[src/rtl/pic_irq_core_pkg.sv]
// Package pic_pkg: shared constants, the level-ID type and the priority-rank
// helper used by the PIC request/in-service core.
//   IR_W        : number of IR lines (8)
//   ID_W        : width of a level ID (3)
//   LP_RESET    : reset value of the lowest-priority pointer (IR7 lowest)
//   SPURIOUS_ID : ID reported when INTA finds no valid request
package pic_pkg;

  localparam int IR_W = 8;
  localparam int ID_W = 3;

  typedef logic [ID_W-1:0] ir_id_t;

  localparam ir_id_t LP_RESET    = 3'd7;
  localparam ir_id_t SPURIOUS_ID = 3'd7;

  // Rank of a level relative to the lowest-priority pointer: 0 is the
  // highest priority (lp+1), 7 the lowest (lp). The 3-bit wrap does the mod 8.
  function automatic ir_id_t prio_rank(input ir_id_t id, input ir_id_t lp);
    return id - lp - 3'd1;
  endfunction

endpackage

[src/rtl/pic_irq_core_if.sv]
// Interface pic_irq_core_if: handshake between the PIC control logic
// (master) and the request/in-service core (slave).
//   ack1/ack2          : first/second INTA strobes from control logic
//   eoi_valid/specific : OCW2 EOI command strobe and type
//   eoi_id/eoi_rotate  : specific EOI level, rotate-on-EOI flag
//   int_req            : registered interrupt request to control logic
//   vec_valid/vec_id   : one-cycle strobe with the acknowledged level
//   highest_id         : highest-priority in-service level
interface pic_irq_core_if;
  import pic_pkg::*;

  logic   ack1;
  logic   ack2;
  logic   eoi_valid;
  logic   eoi_specific;
  ir_id_t eoi_id;
  logic   eoi_rotate;
  logic   int_req;
  logic   vec_valid;
  ir_id_t vec_id;
  ir_id_t highest_id;

  modport master (
    output ack1, ack2, eoi_valid, eoi_specific, eoi_id, eoi_rotate,
    input  int_req, vec_valid, vec_id, highest_id
  );

  modport slave (
    input  ack1, ack2, eoi_valid, eoi_specific, eoi_id, eoi_rotate,
    output int_req, vec_valid, vec_id, highest_id
  );

endinterface

[src/rtl/pic_prio_enc.sv]
// pic_prio_enc: combinational rotating priority encoder.
//   vec : request vector, bit i = level i
//   lp  : lowest-priority level; lp+1 is searched first
//   id  : highest-priority set level (0 when vec is empty)
//   any : at least one bit of vec is set
module pic_prio_enc
  import pic_pkg::*;
(
  input  logic [IR_W-1:0] vec,
  input  ir_id_t          lp,
  output ir_id_t          id,
  output logic            any
);

  ir_id_t cand_s;

  // Scan from lowest to highest priority so the last hit is the winner.
  always_comb begin
    id     = 3'd0;
    any    = 1'b0;
    cand_s = 3'd0;
    for (int k = IR_W - 1; k >= 0; k--) begin
      cand_s = lp + 3'd1 + ir_id_t'(k);
      id     = vec[cand_s] ? cand_s : id;
      any    = any | vec[cand_s];
    end
  end

endmodule

[src/rtl/pic_irq_core.sv]
// pic_irq_core: IR synchroniser, IRR/ISR registers and rotating,
// fully-nested priority resolution of an 8259-style PIC.
// Optional feature macro: PIC_SPECIAL_MASK_EN adds the smm port; masked
// in-service levels then stop blocking lower-priority requests.
//   clk, rst_n       : clock, asynchronous active-low reset
//   ir               : raw IR lines (asynchronous)
//   ltim             : 1 = level-triggered, 0 = edge-triggered
//   aeoi/rotate_aeoi : automatic EOI on second INTA, rotate on it
//   imr              : interrupt mask, 1 = masked
//   smm              : special mask mode (PIC_SPECIAL_MASK_EN only)
//   ctl              : control-logic handshake (slave side)
//   irr, isr         : request and in-service registers
module pic_irq_core
  import pic_pkg::*;
#(
  parameter int NUM_IR      = 8,
  parameter int SYNC_STAGES = 2
) (
  input  logic              clk,
  input  logic              rst_n,
  input  logic [NUM_IR-1:0] ir,
  input  logic              ltim,
  input  logic              aeoi,
  input  logic              rotate_aeoi,
  input  logic [NUM_IR-1:0] imr,
`ifdef PIC_SPECIAL_MASK_EN
  input  logic              smm,
`endif
  pic_irq_core_if.slave     ctl,
  output logic [NUM_IR-1:0] irr,
  output logic [NUM_IR-1:0] isr
);

  logic [NUM_IR-1:0] sync_r [SYNC_STAGES];
  logic [NUM_IR-1:0] ir_s, ir_d_r, rise_s;
  logic [NUM_IR-1:0] irr_r, isr_r, irr_nxt_s, isr_nxt_s, eff_isr_s;
  logic [NUM_IR-1:0] ack_mask_s, aeoi_mask_s, eoi_mask_s;
  ir_id_t            lp_r, lp_nxt_s, ack_id_r, vec_id_r;
  ir_id_t            win_id_s, isr_hi_s, eoi_tgt_s;
  logic              win_any_s, isr_any_s, win_valid_s, smm_s;
  logic              ack_take_s, aeoi_take_s, eoi_take_s;
  logic              ack_spur_r, int_req_r, vec_valid_r;

`ifdef PIC_SPECIAL_MASK_EN
  assign smm_s = smm;
`else
  assign smm_s = 1'b0;
`endif

  assign ir_s      = sync_r[SYNC_STAGES-1];
  assign eff_isr_s = smm_s ? (isr_r & ~imr) : isr_r;

  pic_prio_enc u_win_enc (.vec(irr_r & ~imr), .lp(lp_r), .id(win_id_s), .any(win_any_s));
  pic_prio_enc u_isr_enc (.vec(eff_isr_s),    .lp(lp_r), .id(isr_hi_s), .any(isr_any_s));

  // A request only interrupts if it strictly outranks everything in service.
  assign win_valid_s = win_any_s &
                       (~isr_any_s | (prio_rank(win_id_s, lp_r) < prio_rank(isr_hi_s, lp_r)));

  // Synchroniser chain plus the delayed copy used for edge detection.
  always_ff @(posedge clk or negedge rst_n) begin
    if (!rst_n) begin
      for (int s = 0; s < SYNC_STAGES; s++) sync_r[s] <= {NUM_IR{1'b0}};
      ir_d_r <= {NUM_IR{1'b0}};
    end else begin
      sync_r[0] <= ir;
      for (int s = 1; s < SYNC_STAGES; s++) sync_r[s] <= sync_r[s-1];
      ir_d_r <= ir_s;
    end
  end

  // Next IRR/ISR/lp from requests, INTA and EOI commands.
  always_comb begin
    ack_take_s  = ctl.ack1 & win_valid_s;
    ack_mask_s  = ack_take_s ? (NUM_IR'(1'b1) << win_id_s) : {NUM_IR{1'b0}};
    aeoi_take_s = ctl.ack2 & aeoi & ~ack_spur_r;
    aeoi_mask_s = aeoi_take_s ? (NUM_IR'(1'b1) << ack_id_r) : {NUM_IR{1'b0}};
    eoi_tgt_s   = ctl.eoi_specific ? ctl.eoi_id : isr_hi_s;
    // Non-specific EOI with nothing in service does nothing, not even rotate.
    eoi_take_s  = ctl.eoi_valid & (ctl.eoi_specific | isr_any_s);
    eoi_mask_s  = eoi_take_s ? (NUM_IR'(1'b1) << eoi_tgt_s) : {NUM_IR{1'b0}};
    rise_s      = ir_s & ~ir_d_r;
    // The ack clear wins over a same-cycle edge or level on that bit.
    irr_nxt_s   = (ltim ? ir_s : (irr_r | rise_s)) & ~ack_mask_s;
    // Clears first, then the ack set, so a same-bit set wins.
    isr_nxt_s   = (isr_r & ~eoi_mask_s & ~aeoi_mask_s) | ack_mask_s;
    if (eoi_take_s && ctl.eoi_rotate) begin
      lp_nxt_s = eoi_tgt_s;
    end else if (aeoi_take_s && rotate_aeoi) begin
      lp_nxt_s = ack_id_r;
    end else begin
      lp_nxt_s = lp_r;
    end
  end

  // Core state and registered outputs.
  always_ff @(posedge clk or negedge rst_n) begin
    if (!rst_n) begin
      irr_r       <= {NUM_IR{1'b0}};
      isr_r       <= {NUM_IR{1'b0}};
      lp_r        <= LP_RESET;
      ack_id_r    <= SPURIOUS_ID;
      ack_spur_r  <= 1'b1;
      int_req_r   <= 1'b0;
      vec_valid_r <= 1'b0;
      vec_id_r    <= 3'd0;
    end else begin
      irr_r       <= irr_nxt_s;
      isr_r       <= isr_nxt_s;
      lp_r        <= lp_nxt_s;
      int_req_r   <= win_valid_s;
      vec_valid_r <= ctl.ack2;
      if (ctl.ack2) vec_id_r <= ack_id_r;
      if (ctl.ack1) begin
        ack_id_r   <= win_valid_s ? win_id_s : SPURIOUS_ID;
        ack_spur_r <= ~win_valid_s;
      end
    end
  end

  assign irr            = irr_r;
  assign isr            = isr_r;
  assign ctl.int_req    = int_req_r;
  assign ctl.vec_valid  = vec_valid_r;
  assign ctl.vec_id     = vec_id_r;
  assign ctl.highest_id = isr_hi_s;

endmodule

[src/flat_wrapper.sv]
// flat-port wrapper written by rule: the top's interface ports become plain ports
module pic_irq_core_flat import pic_pkg::*;
#(
  parameter int NUM_IR      = 8,
  parameter int SYNC_STAGES = 2
)
  (clk, rst_n, ir, ltim, aeoi, rotate_aeoi, imr, irr, isr, ctl_ack1, ctl_ack2, ctl_eoi_valid, ctl_eoi_specific, ctl_eoi_id, ctl_eoi_rotate, ctl_int_req, ctl_vec_valid, ctl_vec_id, ctl_highest_id);
  pic_irq_core_if ctl_i ();
  input  logic clk;
  input  logic rst_n;
  input  logic [NUM_IR-1:0] ir;
  input  logic ltim;
  input  logic aeoi;
  input  logic rotate_aeoi;
  input  logic [NUM_IR-1:0] imr;
  output logic [NUM_IR-1:0] irr;
  output logic [NUM_IR-1:0] isr;
  input wire logic [$bits(ctl_i.ack1)-1:0] ctl_ack1;
  input wire logic [$bits(ctl_i.ack2)-1:0] ctl_ack2;
  input wire logic [$bits(ctl_i.eoi_valid)-1:0] ctl_eoi_valid;
  input wire logic [$bits(ctl_i.eoi_specific)-1:0] ctl_eoi_specific;
  input wire logic [$bits(ctl_i.eoi_id)-1:0] ctl_eoi_id;
  input wire logic [$bits(ctl_i.eoi_rotate)-1:0] ctl_eoi_rotate;
  output wire logic [$bits(ctl_i.int_req)-1:0] ctl_int_req;
  output wire logic [$bits(ctl_i.vec_valid)-1:0] ctl_vec_valid;
  output wire logic [$bits(ctl_i.vec_id)-1:0] ctl_vec_id;
  output wire logic [$bits(ctl_i.highest_id)-1:0] ctl_highest_id;
  assign ctl_i.ack1 = ctl_ack1;
  assign ctl_i.ack2 = ctl_ack2;
  assign ctl_i.eoi_valid = ctl_eoi_valid;
  assign ctl_i.eoi_specific = ctl_eoi_specific;
  assign ctl_i.eoi_id = ctl_eoi_id;
  assign ctl_i.eoi_rotate = ctl_eoi_rotate;
  assign ctl_int_req = ctl_i.int_req;
  assign ctl_vec_valid = ctl_i.vec_valid;
  assign ctl_vec_id = ctl_i.vec_id;
  assign ctl_highest_id = ctl_i.highest_id;
  pic_irq_core #(.NUM_IR(NUM_IR), .SYNC_STAGES(SYNC_STAGES)) u_core (.clk(clk), .rst_n(rst_n), .ir(ir), .ltim(ltim), .aeoi(aeoi), .rotate_aeoi(rotate_aeoi), .imr(imr), .ctl(ctl_i), .irr(irr), .isr(isr));
endmodule
[config.mk]
export PLATFORM = sky130hd
export DESIGN_NAME = pic_irq_core_flat
export DESIGN_NICKNAME = d
export VERILOG_FILES = /design/src/rtl/pic_irq_core_pkg.sv /design/src/rtl/pic_irq_core_if.sv /design/src/rtl/pic_prio_enc.sv /design/src/rtl/pic_irq_core.sv /design/src/flat_wrapper.sv
export SDC_FILE = /design/constraint.sdc
export NUM_CORES = 1
export LEC_CHECK = 0
export ABC_AREA = 1
export CORE_MARGIN = 5
export CORE_UTILIZATION = 25
export CTS_CLUSTER_DIAMETER = 30
export DETAILED_ROUTE_END_ITERATION = 8
export HOLD_SLACK_MARGIN = 0.12
export PLACE_DENSITY_LB_ADDON = 0.1
export SLEW_MARGIN = 25
export SYNTH_ARGS = -nofsm -noshare
export SYNTH_HDL_FRONTEND = slang
export SYNTH_SLANG_ARGS = --single-unit
[constraint.sdc]
create_clock -name clk -period 7.37 [get_ports clk]
set_input_delay 1.474 -clock clk [delete_from_list [all_inputs] [get_ports clk]]
set_output_delay 1.474 -clock clk [all_outputs]
set_load 0.1 [all_outputs]
# After elaboration in Yosys (flattened, before gate mapping)
# Index checks and enable logic that the tools add are counted.
dict set report totals {
  ff_bits 52
  output_inout_bits 24
  word_cells 130
}
dict set report op_classes {
  n_addsub 12
  order_cmp 9
  shifts 3
  n_mux 56
  n_bitwise 36
  reduce_logical 3
}
# op n
set ops {}
lappend ops {{$mux 3} 20}
lappend ops {{$bmux 1 s3} 16}
lappend ops {{$and 8x8->8} 5}
lappend ops {{$not 8->8} 5}
lappend ops {{$lt 3x4->1 const B} 8}
lappend ops {{$mux 8} 4}
lappend ops {{$shl 1x3->8 const A} 3}
lappend ops {{$mux 1} 16}
lappend ops {{$or 1x1->1} 16}
lappend ops {{$or 8x8->8} 2}
lappend ops {{$add 3x3->3 const B} 4}
lappend ops {{$add 3x1->3 const B} 2}
lappend ops {{$add 3x2->3 const B} 2}
lappend ops {{$sub 3x1->3 const B} 2}
lappend ops {{$sub 3x3->3} 2}
lappend ops {{$and 1x1->1} 5}
lappend ops {{$lt 3x3->1} 1}
lappend ops {{$not 1->1} 3}
lappend ops {{$logic_and 1x1->1} 2}
lappend ops {{$reduce_bool 2->1} 1}

# Logic depth before layout (Yosys ltp)
dict set report depth {
  depth_word 21
  mapped_depth 36
  mapped_depth_nobuf 32
}

# Modules after synthesis
# From an unflattened synthesis, not the netlist that was laid out.
dict set report hier_totals {
  cells_unflattened 577
  hier_area_um2 3789.9
}
# mod n_inst cells_each area_per_inst_um2
set modules_own_cells {}
lappend modules_own_cells {pic_irq_core 1 261 2308.5}
lappend modules_own_cells {pic_prio_enc 2 158 740.7}

# Worst setup path after synthesis
# No wires, ideal clock.
dict set report synth_path {
  kind {register to register}
  start {register u_core.lp_r[0]}
  end {register u_core.irr_r[4] (netlist: u_core.irr[4])}
  setup_ps 113
  arrival_ps 5696
  required_time_ps 7257
  path_slack_ps 1562
  path_stages_with_launch 32
  path_buffers 4
  period_less_slack_ps 5808
  cell_sequence {dfstp_2 buf_6 inv_6 buf_6 ha_1 buf_6 inv_4 nand2_1 nand2_2 buf_6 nand2_1 nand2_1 nand2_1 nand2_1 inv_1 nand2_1 nand2_1 nand2_1 nand2_1 a21boi_0 xor2_1 ha_1 inv_1 nor2_1 o22ai_2 nand2_2 nor2_4 inv_2 a21oi_4 nand3_2 nand2_1 inv_1}
}
dict set report synth_via {
  elab_chain_cells 21
  elab_cells_between_ends 83
  classes_between {add/sub: 12; order compare: 1; shift: 1; mux: 49; bitwise: 20}
}
# element line_no
set synth_rtl {}
lappend synth_rtl {{from (decl)} pic_irq_core.sv:38} ;# ir_id_t lp_r, lp_nxt_s, ack_id_r, vec_id_r;
lappend synth_rtl {{from (signal assigned)} pic_irq_core.sv:110} ;# lp_r <= lp_nxt_s;
lappend synth_rtl {{$add 3x1->3 *} pic_prio_enc.sv:23} ;# cand_s = lp + 3'd1 + ir_id_t'(k);
lappend synth_rtl {{$add 3x3->3} pic_prio_enc.sv:23}
lappend synth_rtl {{$bmux 1 s3} pic_prio_enc.sv:24} ;# id = vec[cand_s] ? cand_s : id;
lappend synth_rtl {{$mux 1 (not written as such)} pic_prio_enc.sv:24}
lappend synth_rtl {{$mux 3 (7 in a row)} pic_prio_enc.sv:24}
lappend synth_rtl {{$mux 3 *} pic_prio_enc.sv:24}
lappend synth_rtl {{named net ctl_highest_id[2]} flat_wrapper.sv:27} ;# output wire logic [$bits(ctl_i.highest_id)-1:0] ctl_highest_id;
lappend synth_rtl {{$sub 3x3->3 *} pic_irq_core_pkg.sv:20} ;# return id - lp - 3'd1;
lappend synth_rtl {{$sub 3x1->3 *} pic_irq_core_pkg.sv:20}
lappend synth_rtl {{$lt 3x3->1 *} pic_irq_core.sv:58} ;# (~isr_any_s | (prio_rank(win_id_s, lp_r) < prio_rank(isr_hi_s, lp_r)));
lappend synth_rtl {{$or 1x1->1 *} pic_irq_core.sv:58}
lappend synth_rtl {{$and 1x1->1 *} pic_irq_core.sv:57} ;# assign win_valid_s = win_any_s &
lappend synth_rtl {{$and 1x1->1 *} pic_irq_core.sv:74} ;# ack_take_s = ctl.ack1 & win_valid_s;
lappend synth_rtl {{$mux 8 *} pic_irq_core.sv:75} ;# ack_mask_s = ack_take_s ? (NUM_IR'(1'b1) << win_id_s) : {NUM_IR{1'b0}};
lappend synth_rtl {{$not 8->8 *} pic_irq_core.sv:84} ;# irr_nxt_s = (ltim ? ir_s : (irr_r | rise_s)) & ~ack_mask_s;
lappend synth_rtl {{$and 8x8->8 *} pic_irq_core.sv:84}
lappend synth_rtl {{named net u_core.irr_nxt_s[4]} pic_irq_core.sv:36} ;# logic [NUM_IR-1:0] irr_r, isr_r, irr_nxt_s, isr_nxt_s, eff_isr_s;
lappend synth_rtl {{to (signal assigned)} pic_irq_core.sv:99} ;# irr_r <= {NUM_IR{1'b0}};
lappend synth_rtl {{to (signal assigned)} pic_irq_core.sv:108} ;# irr_r <= irr_nxt_s;
lappend synth_rtl {{to (decl)} pic_irq_core.sv:36}
# Mark *: on every way through the listed nets, which the timed path passes. The rest lies on a longest branch. The select of a mux whose other input is x is not followed.
# A chain may end at the register's enable or synchronous reset.

# Final worst setup path
dict set report layout_path {
  start {register u_core.lp_r[0]}
  end {output ctl_highest_id[2]}
}
dict set report layout_via {
  elab_chain_cells 12
  elab_cells_between_ends 32
  classes_between {add/sub: 8; mux: 24}
}
# element line_no
set layout_rtl {}
lappend layout_rtl {{$add 3x1->3 *} pic_prio_enc.sv:23}
lappend layout_rtl {{$add 3x3->3} pic_prio_enc.sv:23}
lappend layout_rtl {{$bmux 1 s3} pic_prio_enc.sv:24}
lappend layout_rtl {{$mux 1 (not written as such)} pic_prio_enc.sv:24}
lappend layout_rtl {{$mux 3 (7 in a row)} pic_prio_enc.sv:24}
lappend layout_rtl {{$mux 3 *} pic_prio_enc.sv:24}
lappend layout_rtl {{to (decl)} flat_wrapper.sv:27}
# Every way passes the cells marked *; elsewhere a longest branch is shown, timed or not. The select of a mux whose other input is x is not followed.

==> summary.md <==
| Metric | Value |
|---|---|
| Multi-input gate area | `0.00197 mm2` |
| Global route overflow | `0` |
| Syn-to-layout area delta | `22.0%` |
| CTS max path bufs | `2` |
| GRT Total Usage | `13.4%` |
| Critical Path Sink | `ctl_highest_id[2]` |
| Max_slew headroom | `34.6%` |
| Hold slack | `0.349 ns` |
| Final Critical Period | `6.31 ns` |
| Setup CP Type | `flip-flop to output pin` |
| Antenna Violating Nets Remaining | `0` |
| Crit-path max FO | `26` |
| 1st-pass router iterations | `4` |
| Ys flop type | `dfrtp_1` |
| Hold_sp | `u_core.sync_r[13]$_DFF_PN0_` |
| Largest net degree at the start of global routing | `53` |
| Worst skew pair latency | `0.29 ns` |
| Starting Density | `25.3%` |
| Mapped Area | `0.00363 mm2` |
| RR Endpoint | `u_core.irr[0]$_DFF_PN0_` |
| Mapped Cells | `527` |
| R2R depth | `30` |
| Post-CTS Resized | `0` |
| Worst EP required | `5.90 ns` |
| Final hold violation count | `0` |
| Total of max-cap violations | `0` |
| CP startpoint kind | `flip-flop` |
| Core area | `0.0144 mm2` |
| Max-slew violation count | `0` |
| Worst setup path start | `u_core.lp_r[0]$_DFFE_PN1P_` |
| Hold/Removal Path Class | `flip-flop to flip-flop` |
| Util after Layout | `30.8%` |
| Warnings, synthesis | `0` |
| Vias per cell | `4.48` |
| Cell area after placement | `0.00428 mm2` |
| Layout cells sized above 1 | `11.3%` |
| Most frequent cells in the layout | `219 x nand2_1, 54 x inv_1, 53 x nand3_1` |
| Finish-stage setup viols | `0` |
| Post-route DRC | `0` |
| Post-synth net total | `564` |
| RSZ-0062 raised after global routing | `false` |
| HPWL after DPL | `8720 um` |
| Syn avg cell area | `6.89 um2` |
| Vias after detailed routing | `3403` |
| Vias in the first global route | `3497` |
| Setup Skew | `0.00627 ns` |
| Setup_tns | `0 ns` |
| Critical R2R Launch | `u_core.lp_r[0]$_DFFE_PN1P_` |
| Sequential area share after synthesis | `36.1%` |
| Routed WL | `10900 um` |
| Number of enable flip-flop cells after synthesis | `0` |
| Slew of the pin with the lowest slew margin | `0.978 ns` |
| Clock buffer count from CTS | `5` |
| H-tree levels | `2` |
| Initial DRC count | `163` |
| Synth top area share | `31.0%` |
| Synth area leader | `dfrtp_1` |
| DIE AREA | `0.0170 mm2` |
| Crit end category | `output pin` |
| Final Wtd Congestion | `0.840` |
| Avg WL per Cell | `14.4 um` |
| # fillers | `1579` |
| Yosys reg bits | `52` |
| CTS root buf | `clkbuf_16` |
| Fin area | `0.00443 mm2` |
| CP Data Arrival Time | `4.83 ns` |
| Status | `complete, no violations` |
| Commonest non-fill, non-tap cell in the layout | `nand2_1` |
| Die Height | `131 um` |
| Total clock sinks | `52` |
| Final Cycle Share | `85.6%` |
| Core Rows | `44` |
| Number of distinct library cells after synthesis | `42` |
| Fmax | `159 MHz` |
| Register area | `0.00131 mm2` |
| IO buf count | `52` |
| Ports | `53` |
| Hold Buf Count CTS | `0` |
| CTS tree | `built` |
| Clk slew on worst S/H paths | `0.07 ns` |
| Initial antenna violation count | `0` |
| Fraction of registers with async set or reset after synthesis | `100%` |
| Largest cells by area after synthesis | `dfrtp_1 31%, nand2_1 23%, nand3_1 7.3%, inv_1 5.6%, dfstp_2 5.1%` |
| Final net count | `612` |
| Global-route wire length before repair | `18000 um` |
| Reg2Reg Setup Slack | `1.58 ns` |
| ANT cells | `0` |
| Die Wd | `131 um` |
| Post-CTS Setup Inserts | `0` |
==> sequential cells by signal (all words and copies together), names as in the netlist <==
register	flops
u_core.lp_r	3
u_core.sync_r	8
u_core.ir_s	8
u_core.ctl.int_req	1
u_core.ir_d_r	8
u_core.ctl.vec_valid	1
u_core.ctl.vec_id	3
u_core.irr	8
u_core.ack_id_r	3
u_core.ack_spur_r	1
u_core.isr	8
==> area by class of cell <==
type                            count  share of cell area, %
Sequential cell                    52                   29.6
Clock inverter                      3                  0.509
Inverter                           64                   5.59
Timing Repair Buffer               53                   11.8
Tap cell                          184                   5.20
Multi-Input combinational cell    399                   44.5
Clock buffer                        5                   2.83
==> logic make-up (layout without fill, tap and decap cells) <==
logic type / Yosys count / in the layout / synth area share (%)
flip-flops: 52 / 52 / 36.1
adder cells (fa/ha/maj): 8 / 8 / 3.17
XOR/XNOR: 4 / 4 / 0.965
AND/OR/NAND/NOR: 328 / 328 / 39.5
buffers and inverters: 76 / 125 / 9.68
AO/OA/AOI/OAI: 58 / 58 / 10.3
multiplexers: 1 / 1 / 0.310
==> Yosys cell counts, drive strengths merged (4+ instances only) <==
master	number
dfrtp	45
nand2	239
inv	64
nand3	59
ha	6
dfstp	7
a22o	4
a22oi	5
o21ai	12
nor2	23
buf	10
a21oi	21
==> routing by layer <==
metal,global-route usage (%),wire [um],up-vias
met2,22.2,5170,64
met5,0,0,-
met3,2.15,427,14
met4,4.17,229,0
met1,17.9,5090,1568
li1,-,-,1757
==> worst min path at each step <==
stage / cells after the start / end / slack (ns)
5_1_grt: 0 / u_core.ir_s[3]$_DFF_PN0_ / 0.36
3_3_place_gp: 0 / u_core.ir_s[5]$_DFF_PN0_ / 0.33
4_1_cts: 0 / u_core.ir_s[5]$_DFF_PN0_ / 0.35
2_1_floorplan: 0 / u_core.ir_s[0]$_DFF_PN0_ / 0.33
6_report: 0 / u_core.ir_s[5]$_DFF_PN0_ / 0.35
3_5_place_dp: 0 / u_core.ir_s[5]$_DFF_PN0_ / 0.34
==> per-stage QoR <==
stage	cells	setup slack [ns]
final	760	1.06
after global routing	760	0.697
after CTS	760	1.01
after detailed placement	752	1.34
after global placement	752	1.31
after floorplan	527	1.56
==> critical path, cell delays in order, from the launching register on <==
cell and delay (ns):
dfstp_2 0.85, inv_6 0.17, ha_1 0.80, inv_4 0.23, nand2_1 0.13, nand2_2 0.19
nand2_1 0.11, nand2_1 0.07, nand2_1 0.10, nand3_1 0.08, nand2_1 0.06, nand2_1 0.04
nand2_1 0.05, nand2_1 0.07, a21boi_0 0.34, clkdlybuf4s50_1 1.21
Power is not shown: default switching activity piles up to over one toggle a cycle in this logic, so the estimate is an artifact.
